`config.mk`:
```
export PLATFORM = sky130hd
export DESIGN_NAME = ibr128_block_sequencer
export DESIGN_NICKNAME = d
export VERILOG_FILES = /design/src/rtl/ibr128_block_sequencer.sv
export SDC_FILE = /design/constraint.sdc
export NUM_CORES = 1
export LEC_CHECK = 0
export CAP_MARGIN = 20
export CORE_MARGIN = 1.5
export CORE_UTILIZATION = 45
export DETAILED_ROUTE_END_ITERATION = 10
export HOLD_SLACK_MARGIN = 0.03
export PLACE_DENSITY = 0.78
export SYNTH_ARGS = -nofsm -noshare
export SYNTH_HDL_FRONTEND = slang
export SYNTH_SLANG_ARGS = --single-unit
```
`constraint.sdc`:
```
create_clock -name Clk -period 12.78 [get_ports Clk]
set_clock_uncertainty 0.1 [all_clocks]
set_input_delay 1.278 -clock Clk [delete_from_list [all_inputs] [get_ports Clk]]
set_output_delay 1.278 -clock Clk [all_outputs]
set_load 0.1 [all_outputs]
```
`src/rtl/ibr128_block_sequencer.sv`:
```
// Runs one IBR128 block operation on the register port: optional key load, data load, start, status poll, result read.
// Latency 17 cycles from accept with key load (13 without, +2 per extra poll); req held off outside IDLE, result held until rsp_ready.
module ibr128_block_sequencer #(
    parameter logic [4:0] KEY_BASE  = 5'h00,
    parameter logic [4:0] DIN_BASE  = 5'h04,
    parameter logic [4:0] CTRL_ADDR = 5'h08,
    parameter logic [4:0] STAT_ADDR = 5'h09,
    parameter logic [4:0] DOUT_BASE = 5'h0C,
    parameter int         POLL_MAX  = 64
) (
    input  logic         Clk,
    input  logic         Rst,
    input  logic         req_valid,
    output logic         req_ready,
    input  logic [127:0] req_key,
    input  logic [127:0] req_din,
    input  logic         req_decrypt,
    input  logic         req_key_load,
    output logic         rsp_valid,
    input  logic         rsp_ready,
    output logic [127:0] rsp_dout,
    output logic         rsp_timeout,
    output logic         busy,
    output logic         ibr_cs,
    output logic         ibr_write,
    output logic         ibr_read,
    output logic [4:0]   ibr_addr,
    output logic [31:0]  ibr_writedata,
    input  logic [31:0]  ibr_readdata
);
    localparam int PW = $clog2(POLL_MAX + 1);

    typedef enum logic [3:0] {
        IDLE, WR_KEY, WR_DIN, START, POLL_RD, POLL_CHK, RD_OUT, RD_LAST, RESP
    } state_t;

    state_t         r_state;
    state_t         w_next;
    logic [127:0]   r_key;
    logic [127:0]   r_din;
    logic           r_dec;
    logic           r_key_loaded;
    logic [1:0]     r_cnt;
    logic [PW-1:0]  r_poll;
    logic [127:0]   r_dout;
    logic           r_tmo;
    logic [PW-1:0]  w_poll_inc;
    logic           w_poll_limit;
    logic           w_wr;
    logic           w_rd;

    assign w_poll_inc   = r_poll + 1'b1;
    assign w_poll_limit = (w_poll_inc == PW'(POLL_MAX));
    assign rsp_dout     = r_dout;
    assign rsp_timeout  = r_tmo;

    always_ff @(posedge Clk or posedge Rst) begin
        if (Rst) r_state <= IDLE;
        else     r_state <= w_next;
    end

    always_comb begin
        w_next = r_state;
        case (r_state)
            IDLE:     if (req_valid) w_next = (req_key_load || !r_key_loaded) ? WR_KEY : WR_DIN;
            WR_KEY:   if (r_cnt == 2'd3) w_next = WR_DIN;
            WR_DIN:   if (r_cnt == 2'd3) w_next = START;
            START:    w_next = POLL_RD;
            POLL_RD:  w_next = POLL_CHK;
            POLL_CHK: begin
                if (ibr_readdata[0])   w_next = RD_OUT;
                else if (w_poll_limit) w_next = RESP;
                else                   w_next = POLL_RD;
            end
            RD_OUT:   if (r_cnt == 2'd3) w_next = RD_LAST;
            RD_LAST:  w_next = RESP;
            RESP:     if (rsp_ready) w_next = IDLE;
            default:  w_next = IDLE;
        endcase
    end

    always_comb begin
        req_ready     = (r_state == IDLE);
        busy          = (r_state != IDLE);
        rsp_valid     = (r_state == RESP);
        w_wr          = 1'b0;
        w_rd          = 1'b0;
        ibr_addr      = 5'd0;
        ibr_writedata = 32'd0;
        case (r_state)
            WR_KEY: begin
                w_wr          = 1'b1;
                ibr_addr      = KEY_BASE + {3'b000, r_cnt};
                ibr_writedata = r_key[{r_cnt, 5'b00000} +: 32];
            end
            WR_DIN: begin
                w_wr          = 1'b1;
                ibr_addr      = DIN_BASE + {3'b000, r_cnt};
                ibr_writedata = r_din[{r_cnt, 5'b00000} +: 32];
            end
            START: begin
                w_wr          = 1'b1;
                ibr_addr      = CTRL_ADDR;
                ibr_writedata = {30'd0, r_dec, 1'b1};
            end
            POLL_RD: begin
                w_rd     = 1'b1;
                ibr_addr = STAT_ADDR;
            end
            RD_OUT: begin
                w_rd     = 1'b1;
                ibr_addr = DOUT_BASE + {3'b000, r_cnt};
            end
            default: ;
        endcase
        ibr_write = w_wr;
        ibr_read  = w_rd;
        ibr_cs    = w_wr | w_rd;
    end

    always_ff @(posedge Clk or posedge Rst) begin
        if (Rst) begin
            r_key        <= '0;
            r_din        <= '0;
            r_dec        <= 1'b0;
            r_key_loaded <= 1'b0;
            r_cnt        <= 2'd0;
            r_poll       <= '0;
            r_dout       <= '0;
            r_tmo        <= 1'b0;
        end else begin
            case (r_state)
                IDLE: if (req_valid) begin
                    r_key <= req_key;
                    r_din <= req_din;
                    r_dec <= req_decrypt;
                    r_cnt <= 2'd0;
                end
                WR_KEY: begin
                    r_cnt <= r_cnt + 2'd1;
                    if (r_cnt == 2'd3) r_key_loaded <= 1'b1;
                end
                WR_DIN: r_cnt <= r_cnt + 2'd1;
                START:  r_poll <= '0;
                POLL_CHK: begin
                    r_poll <= w_poll_inc;
                    if (!ibr_readdata[0] && w_poll_limit) begin
                        r_tmo  <= 1'b1;
                        r_dout <= '0;
                    end
                end
                // Read data lags its address by one cycle, so word cnt-1 lands while read cnt issues.
                RD_OUT: begin
                    if (r_cnt != 2'd0) r_dout[{r_cnt - 2'd1, 5'b00000} +: 32] <= ibr_readdata;
                    r_cnt <= r_cnt + 2'd1;
                end
                RD_LAST: r_dout[127:96] <= ibr_readdata;
                RESP:    if (rsp_ready) r_tmo <= 1'b0;
                default: ;
            endcase
        end
    end
endmodule
```
==> results by group <==
Status
  • Outcome: finished clean

Clock tree
  • PostCTS Resize Cnt: 0
  • H-Tree Depth: 2
  • Clock Tree Root: clkbuf_16
  • Total clock sinks: 400
  • CTS max path bufs: 3
  • CTS buffer count: 43
  • Post-CTS Hold Fix Bufs: 0
  • CTS tree: built
  • Setup Fix Bufs, Post-CTS: 0
  • Clock transition at path regs: 0.06 ns
  • Worst-Skew Late Latency: 0.57 ns

Drt
  • Routed vias: 13.3k
  • DR WL/cell: 25.8 microns
  • Pre-antenna DRT Iters: 5
  • Vias per cell: 5.70
  • Antenna Nets Post-Route: 0
  • Iteration-0 DRC Markers: about 800
  • Routed wire length: approximately 60 mm
  • DRC violations left: 0

Hold path
  • Tightest Hold Check Type: reg -> reg
  • Endpoint, Worst Hold: r_key_loaded
  • WHS Path Cells: 2
  • Hold Crit Start: r_key_loaded

Power
  • VDD IR max: 0.000348 V
  • Cell leakage power: 0.0101 uW
  • Power density over cell area: 309 nW/um^2

Final layout
  • Commonest non-fill, non-tap cell in the layout: clkdlybuf4s50_1
  • Nets: 2053
  • Area delta synth->final: 36.1%
  • Most frequent cells in the layout: clkdlybuf4s50_1 (464), dfrtp_1 (399), mux2_2 (258), nand2_1 (144), o21ai_0 (75)
  • Design Area, Final: around 24000 sq um
  • Layout cell share with drive strength beyond 1: 24.3%

Critical path
  • Critical Path Max Stage Delay: ~1.2 ns
  • Critical path class: reg -> out
  • Worst Path Required: between 10 and 15 ns
  • Crit-path cells: nor4b_2, buf_4, mux4_2, mux2i_1, o21ai_0, clkdlybuf4s50_1
  • Crit path DAT: approximately 4.7 ns
  • CP Capture Type: output pin
  • Startpoint types: flop
  • Worst r2r src: r_state[0]
  • R2r setup slk: 9.47 ns
  • R2R depth: 4
  • Critical Path Fanout Max: just over 60
  • RR Endpoint: r_key[43]
  • CP max-delay cell: clkdlybuf4s50_1

Placement
  • Buffers on Ports: about 460
  • GP Congestion: 0.928
  • Post-detail-place hpwl: 44.2 mm
  • Placement Setup Slack: 7.31 ns
  • Post-DP Area: 23100 sq um

Synthesis
  • Ys async rst share: 100%
  • Synth top area share: 55.6%
  • Mean Syn Cell Area: around 14 sq um
  • Yosys reg bits: 400
  • Synth warn: 0
  • Largest cells by area after synthesis: dfrtp_1 (56%), mux2_2 (16%), mux4_2 (8.0%)
  • Post-Syn Area: ~18000 sq um
  • Number of synthesized flops with an enable pin: 0
  • Cell count after synthesis: 1327
  • Top_reg_cell synth: dfrtp_1
  • Area leader, netlist: dfrtp_1
  • Sequential fraction of the synthesis area: about 56%
  • Unique cell type count in the Yosys netlist: 58
  • Synthesized net count: 1628

Floorplanning
  • Die H: 203 microns
  • Core footprint: 39500 sq um
  • Row cnt: 73
  • Top Ports: 466
  • Die X: 203 microns
  • Initial Utilization: 45.5%
  • Die ar.: 41200 sq um

Global routing
  • Antenna violations before repair: 33
  • Total GRT Usage: 29.3%
  • Largest net degree at the start of global routing: 190
  • Gr ovfl total: 0
  • First-pass GRT wire length: 88.3 mm
  • Vias in the first global route: between 10k and 15k

STA
  • Relative slew slack: 24.9%
  • Setup TNS: 0 ns
  • Fmax: 166 MHz
  • Post-route minimum period: 6.04 ns
  • RSZ-0062 raised after global routing: no
  • Final count of hold timing violations: 0
  • Worst setup margin: roughly 6.7 ns
  • Tcrit/Tclk final: 47.2%
  • Worst-margin pin slew: 1.12 ns
  • Slew Limit Fails: 0
  • Setup violations, final: 0

Job
  • Max Cap Viol: 0
==> per-layer routing <==
layer | GRT usage, % | part of all wire, % | up-vias
met5 | 0 | 0.28 | -
li1 | - | - | 5810
met2 | 51.9 | 52 | 568
met3 | 10.7 | 9.9 | 136
met1 | 30.5 | 33 | 6734
met4 | 14.4 | 4.9 | 26
==> per-stage QoR <==
step	total power, uW	utilization, %	instances	hold slack (ns)
floorplan	5230	-	1327	0.323
global placement	6290	58.3	2232	0.347
detailed placement	6360	58.3	2232	0.346
CTS	7620	61.8	2309	0.360
global route	7890	61.9	2321	0.397
finish	7570	61.9	2327	0.358
==> critical path: cells and delay by family, from the launching register on <==
| family | cells | cell delay, ns |
|---|---|---|
| buf+inv | 2 | 1.97 |
| flops | 1 | 0.76 |
| simple gates | 1 | 0.52 |
| mux | 2 | 0.47 |
| compound gates | 1 | 0.31 |
==> flip-flops by register name (all words and copies together) (netlist names) <==
signal and flops:
r_key 128, r_poll 7, rsp_dout 128, r_din 128, r_dec 1, rsp_timeout 1
r_state 4, r_key_loaded 1, r_cnt 2
==> worst max-delay path by stage <==
stage                           from          endpoint  slack, ns
after floorplan                  Rst          r_cnt[0]       0.28
after CTS                 r_state[1]  ibr_writedata[1]       6.68
after global placement    r_state[1]  ibr_writedata[1]       7.30
after global routing      r_state[1]  ibr_writedata[1]       6.47
after detailed placement  r_state[1]  ibr_writedata[1]       7.31
final                     r_state[1]  ibr_writedata[1]       6.74
==> synth_stat cells, types with 4 or more instances <==
master / number
and2_1: 5
a21oi_1: 11
o21ai_1: 5
clkbuf_1: 44
nor2_1: 11
clkbuf_2: 4
o21ai_0: 75
nor2b_1: 7
ha_1: 7
buf_1: 5
dfrtp_1: 400
nand2_1: 145
a22o_1: 31
o2bb2ai_1: 64
buf_2: 53
and3_1: 4
inv_1: 7
a22oi_1: 34
a32oi_1: 32
mux2_2: 258
mux4_2: 64
nand3_1: 7
==> power breakdown <==
part	internal [uW]	switching [uW]	leakage, uW
clock network	708	526	0.000676
logic	1430	2650	0.00490
registers	1830	434	0.00457
==> logic make-up after synthesis <==
kind of cell               after synthesis  share of synthesized area, %
buffers and inverters                  119                          3.05
xor gates and xnor gates                 4                         0.195
muxes                                  325                          24.3
DFF                                    400                          55.6
AOI/OAI and AO/OA                      270                          11.2
other                                    1                        0.0208
and+or+nand+nor                        201                          5.08
adders and majority gates                7                         0.487
==> final cells by class <==
class,count,area (sq um)
Clock buffer,64,1220
Antenna cell,18,45.0
Clock inverter,13,159
Sequential cell,400,10000
Fill cell,3002,15100
Inverter,8,37.5
Timing Repair Buffer,491,4860
Tap cell,525,657
Multi-Input combinational cell,808,7490
No activity file was read; power rests on OpenSTA's default activity.
